`config.mk`:
```
export PLATFORM = sky130hd
export DESIGN_NAME = swizzle_c2d_sched
export DESIGN_NICKNAME = d
export VERILOG_FILES = /design/src/rtl/swizzle_c2d_sched.sv
export SDC_FILE = /design/constraint.sdc
export NUM_CORES = 1
export LEC_CHECK = 0
export CAP_MARGIN = 20
export CORE_MARGIN = 4
export CORE_UTILIZATION = 50
export CTS_BUF_LIST = sky130_fd_sc_hd__clkbuf_4 sky130_fd_sc_hd__clkbuf_8 sky130_fd_sc_hd__clkbuf_16
export CTS_CLUSTER_DIAMETER = 150
export CTS_CLUSTER_SIZE = 16
export DETAILED_ROUTE_END_ITERATION = 8
export GPL_TIMING_DRIVEN = 1
export HOLD_SLACK_MARGIN = 0.08
export PLACE_DENSITY_LB_ADDON = 0.15
export REMOVE_ABC_BUFFERS = 1
export SYNTH_ARGS = -nofsm -noshare
export SYNTH_HDL_FRONTEND = slang
export SYNTH_SLANG_ARGS = --single-unit
```
`constraint.sdc`:
```
create_clock -name clk -period 2.1 [get_ports clk]
set_input_delay 0.42 -clock clk [delete_from_list [all_inputs] [get_ports clk]]
set_output_delay 0.42 -clock clk [all_outputs]
set_load 0.005 [all_outputs]
```
`src/rtl/swizzle_c2d_sched.sv`:
```
// CRAM-to-DRAM read scheduler: issues sequential CRAM reads under dst_ready
// back-pressure and steers the read data into ping/pong buffers.
//
// state   | meaning
// --------+--------------------------------------------------------------
// S_IDLE  | waiting for start; abort ignored
// S_READ  | one CRAM read per cycle while dst_ready, until remaining hits 0
// S_DRAIN | last read word is returning from CRAM (data_valid in flight)
// S_DONE  | job complete; done pulses on the following cycle
module swizzle_c2d_sched #(
    parameter int RAM_AWIDTH      = 9,
    parameter int LEN_WIDTH       = 10,
    parameter int COUNT_TO_SWITCH = 40
) (
    input  logic                  clk,
    input  logic                  resetn,
    input  logic                  start,
    input  logic [RAM_AWIDTH-1:0] start_addr,
    input  logic [LEN_WIDTH-1:0]  num_words,
    input  logic                  abort,
    input  logic                  dst_ready,
    output logic [RAM_AWIDTH-1:0] ram_addr,
    output logic                  ram_re,
    output logic                  data_valid,
    output logic                  buf_sel,
    output logic                  buf_switch,
    output logic                  busy,
    output logic                  done
);

    localparam int CW = (COUNT_TO_SWITCH > 1) ? $clog2(COUNT_TO_SWITCH) : 1;
    localparam logic [CW-1:0] WC_LAST = CW'(COUNT_TO_SWITCH - 1);

    typedef enum logic [1:0] {S_IDLE, S_READ, S_DRAIN, S_DONE} state_t;

    state_t                state_q, state_d;
    logic [RAM_AWIDTH-1:0] ram_addr_q, ram_addr_d;
    logic [LEN_WIDTH-1:0]  remaining_q, remaining_d;
    logic [CW-1:0]         word_cnt_q, word_cnt_d;
    logic                  data_valid_q, data_valid_d;
    logic                  buf_sel_q, buf_sel_d;
    logic                  buf_switch_q, buf_switch_d;
    logic                  done_q, done_d;

    always_comb begin
        state_d      = state_q;
        ram_addr_d   = ram_addr_q;
        remaining_d  = remaining_q;
        word_cnt_d   = word_cnt_q;
        buf_sel_d    = buf_sel_q;
        buf_switch_d = 1'b0;
        done_d       = 1'b0;
        ram_re       = (state_q == S_READ) && dst_ready && !abort;
        data_valid_d = ram_re;

        // Buffer accounting follows returned data, so in-flight words still count.
        if (data_valid_q) begin
            if (word_cnt_q == WC_LAST) begin
                word_cnt_d   = '0;
                buf_sel_d    = ~buf_sel_q;
                buf_switch_d = 1'b1;
            end else begin
                word_cnt_d = word_cnt_q + CW'(1);
            end
        end

        case (state_q)
            S_IDLE: begin
                if (start && !abort) begin
                    if (num_words != '0) begin
                        state_d      = S_READ;
                        ram_addr_d   = start_addr;
                        remaining_d  = num_words;
                        word_cnt_d   = '0;
                        buf_sel_d    = 1'b0;
                        buf_switch_d = 1'b0;
                    end else begin
                        state_d = S_DONE;
                    end
                end
            end
            S_READ: begin
                if (abort) begin
                    state_d = S_IDLE;
                end else if (dst_ready) begin
                    ram_addr_d  = ram_addr_q + RAM_AWIDTH'(1);
                    remaining_d = remaining_q - LEN_WIDTH'(1);
                    if (remaining_q == LEN_WIDTH'(1)) begin
                        state_d = S_DRAIN;
                    end
                end
            end
            S_DRAIN: state_d = abort ? S_IDLE : S_DONE;
            S_DONE: begin
                state_d = S_IDLE;
                done_d  = !abort;
            end
            default: state_d = S_IDLE;
        endcase
    end

    always_ff @(posedge clk or negedge resetn) begin
        if (!resetn) begin
            state_q      <= S_IDLE;
            ram_addr_q   <= '0;
            remaining_q  <= '0;
            word_cnt_q   <= '0;
            data_valid_q <= 1'b0;
            buf_sel_q    <= 1'b0;
            buf_switch_q <= 1'b0;
            done_q       <= 1'b0;
        end else begin
            state_q      <= state_d;
            ram_addr_q   <= ram_addr_d;
            remaining_q  <= remaining_d;
            word_cnt_q   <= word_cnt_d;
            data_valid_q <= data_valid_d;
            buf_sel_q    <= buf_sel_d;
            buf_switch_q <= buf_switch_d;
            done_q       <= done_d;
        end
    end

    assign ram_addr   = ram_addr_q;
    assign data_valid = data_valid_q;
    assign buf_sel    = buf_sel_q;
    assign buf_switch = buf_switch_q;
    assign busy       = (state_q != S_IDLE);
    assign done       = done_q;

endmodule

```
==> impl_metrics.yaml <==
grt:
  gr-usage-met3: 0.0657
  grt_pass1_vias: 1868
  busiest_layer: "met2"
  grt_util_met2: 0.420
  use_met1: 0.295
  antenna_found_initial: 0
  grt_max_degree: 32
  grt_overflow_total: 0
  grt_pass1_wl_mm: 8.49
  grt_use_total: 0.249
logic_synthesis:
  synth_top_area_cell: "dfrtp_1"
  synth_top_family_by_area: "compound AO/OA/AOI/OAI gates"
  synthXorXnorAreaFrac: 0.0290
  yosysUniqueCellTypes: 49
  avgSynthCellArea_um2: 9.40
  synth_area_mm2: 0.00181
  synth-compound-area-share: 0.259
  yosys_warnings: 0
  synth_edf_count: 0
  synthTopCellsByArea: "dfrtp_1, nor2_1, a21oi_1, nand2_1, o2bb2ai_1"
  ys_ff_latch: 31
  synth_top_area_frac: 0.428
  ys_async_sr_fraction: 1.00
  synth_flop_cell: "dfrtp_1"
  synthAdderAreaFrac: 0.0276
  yosysSeqAreaShare: 0.428
  yosys.area_share.simple: 0.212
  syn-instance-count: 193
  synthMuxAreaShare: 0.0166
timing:
  whs_ps: 471
  fin_skew_ps: 15.7
  max_freq_mhz: 478
  finalSetupTns_ps: 0
  finalMaxSlewViolations: 0
  post-route-period-util: 0.996
  period_minus_slack_ps: 2090
  tightest_slew_ps: 610
  final_hold_viol_count: 0
  max_slew_margin: 0.590
  finalSetupViolCount: 0
  rsz0062_at_grt: "yes"
cts:
  cts.sinks: 31
  path_clk_slew_ps: 110
  cts_tree: "yes"
  htreeDepth: 2
  clk_latency_ps: 340
  cts-root-buf: "clkbuf_4"
  clockBufferDepth: 2
  cts_buffers: 5
hold_path:
  hold_path.class: "primary input to asynchronous set/reset pin"
placed_design:
  gp_congestion: 0.861
  dp.cells: 292
  placed_area_mm2: 0.00239
  port_buffers: 38
  dp_hpwl_mm: 3.74
route:
  viasPerCell: 6.14
  detailedRoute.firstIterationViolations: 232
  routed_wl_mm: 5.39
  wl_per_cell_um: 17.5
  firstDrtPassIters: 4
  ant_nets: 0
  num_vias: 1892
  drc_errors: 0
power_and_ir_drop:
  leakage_nw: 1.13
  peakVddDrop_v: 0.000575
  p_per_area_mw_per_mm2: 843
layout:
  drive_gt1_frac: 0.210
  final_util: 0.757
  diodes: 0
  layout_commonest_cell: "clkdlybuf4s50_1"
  final_cell_mix: "clkdlybuf4s50_1, dfrtp_1, buf_4"
  fin_area_mm2: 0.00258
  instances_no_fill: 308
  synthToLayoutAreaGrowth_pct: 42.5
  nNetsFinal: 289
die:
  die_h_um: 68.2
  io_pins: 39
  coreArea_mm2: 0.00342
  die-area_mm2: 0.00466
  rows: 21
  die_w_um: 68.2
  initial_core_util: 0.531
setup_path:
  path_class: "primary input to flip-flop"
  cp_top_family: "buffers and inverters"
  worst-path-buf-inv: 3
  max_stage_delay_ps: 510
  critical_path_required_ps: 2340
  crit_arrival_ps: 2330
  crit_top_cell: "buf_6"
  cp_max_fo: 7
  worst_setup_path_end_kind: "flip-flop"
  critPathLaunchType: "primary input"
  path_cells: "clkdlybuf4s50_1 -> or4_4 -> buf_6 -> o41ai_4 -> buf_6 -> nand2_4 -> a22o_1"
  slowest_stage: "or4_4"
flow_run:
  cap_violations: 0
status:
  status: "complete, no violations"
-- cell usage after synthesis (5+ instances only) --
cell       number
inv_1           5
nor3_1          6
o22ai_1         7
o2bb2ai_1       6
dfrtp_1        31
a31oi_1         7
nand4_1         5
nor2_1         20
clkbuf_1        6
o21ai_0         8
nand2_1        16
a21oi_1        12
a22oi_1         5
-- final cells by class --
| type | instances | area (um^2) |
|---|---|---|
| clock buffer | 6 | 51.3 |
| inverter | 5 | 18.8 |
| timing repair buffer | 68 | 622 |
| tap | 46 | 57.6 |
| sequential | 31 | 776 |
| multi-input combinational | 150 | 1020 |
| fill | 238 | 831 |
| clock inverter | 2 | 35.0 |
-- state kept, by name (all words and copies together), names as in the netlist --
| register | count |
|---|---|
| remaining_q | 10 |
| ram_addr | 9 |
| word_cnt_q | 6 |
| state_q | 2 |
| buf_sel | 1 |
| buf_switch | 1 |
| data_valid | 1 |
| done | 1 |
-- what timing repair did --
action / CTS / global route
pin swaps: 3 / 4
endpoints found under the setup margin: 19 / 22
hold buffers: 0 / 0
buffers inserted: 5 / 1
cloned: 2 / 0
endpoints found under the hold margin: 0 / 0
gates resized for setup: 8 / 11
-- report_power, final --
part,switching (mW),internal (mW),leakage (nW),total [mW]
combinational,0.367,0.405,0.696,0.772
sequential,0.173,0.738,0.389,0.912
clock,0.216,0.281,0.0482,0.497
total,0.756,1.42,1.13,2.18
-- worst reg2reg max path, cell delays in order, from the launching register on --
cell	delay, ps
dfrtp_1	410
buf_4	150
buf_4	140
nor4b_2	310
buf_4	180
o41ai_4	80
buf_2	170
a22o_1	210
a22o_1	220
-- path summary, 6_finish.rpt --
check	cells past startpoint	startpoint	slack (ps)	endpoint
min reg2reg	1	remaining_q[4]	520	remaining_q[4]
max reg2reg	8	state_q[1]	140	remaining_q[5]
min in group clk	1	remaining_q[4]	520	remaining_q[4]
min	2	resetn	470	remaining_q[4]
max in group asynchronous	2	resetn	1330	word_cnt_q[1]
max	7	num_words[2]	8	remaining_q[5]
-- per-stage QoR --
step | power (mW) | setup slack [ps]
6_report | 2.18 | 7.95
5_1_grt | 2.30 | -21.3
4_1_cts | 2.15 | 9.08
3_5_place_dp | 1.64 | -484
3_3_place_gp | 1.60 | -372
2_1_floorplan | 1.27 | -508
-- cells by family (layout without fill, tap and decap cells) --
kind of cell	after synthesis	after routing
compound gates	64	64
xor+xnor	6	6
fa+ha+maj	4	4
buf+inv	13	81
flops	31	31
mux	3	3
simple gates	72	73
-- layer usage --
layer  vias up  share of wire  wire (um)
met1       902           0.40       2150
met4         0          0.031        165
li1        870              -          -
met3        21          0.077        417
met2        99           0.49       2660
met5         -              0          0
(Power assumes the default switching activity.)
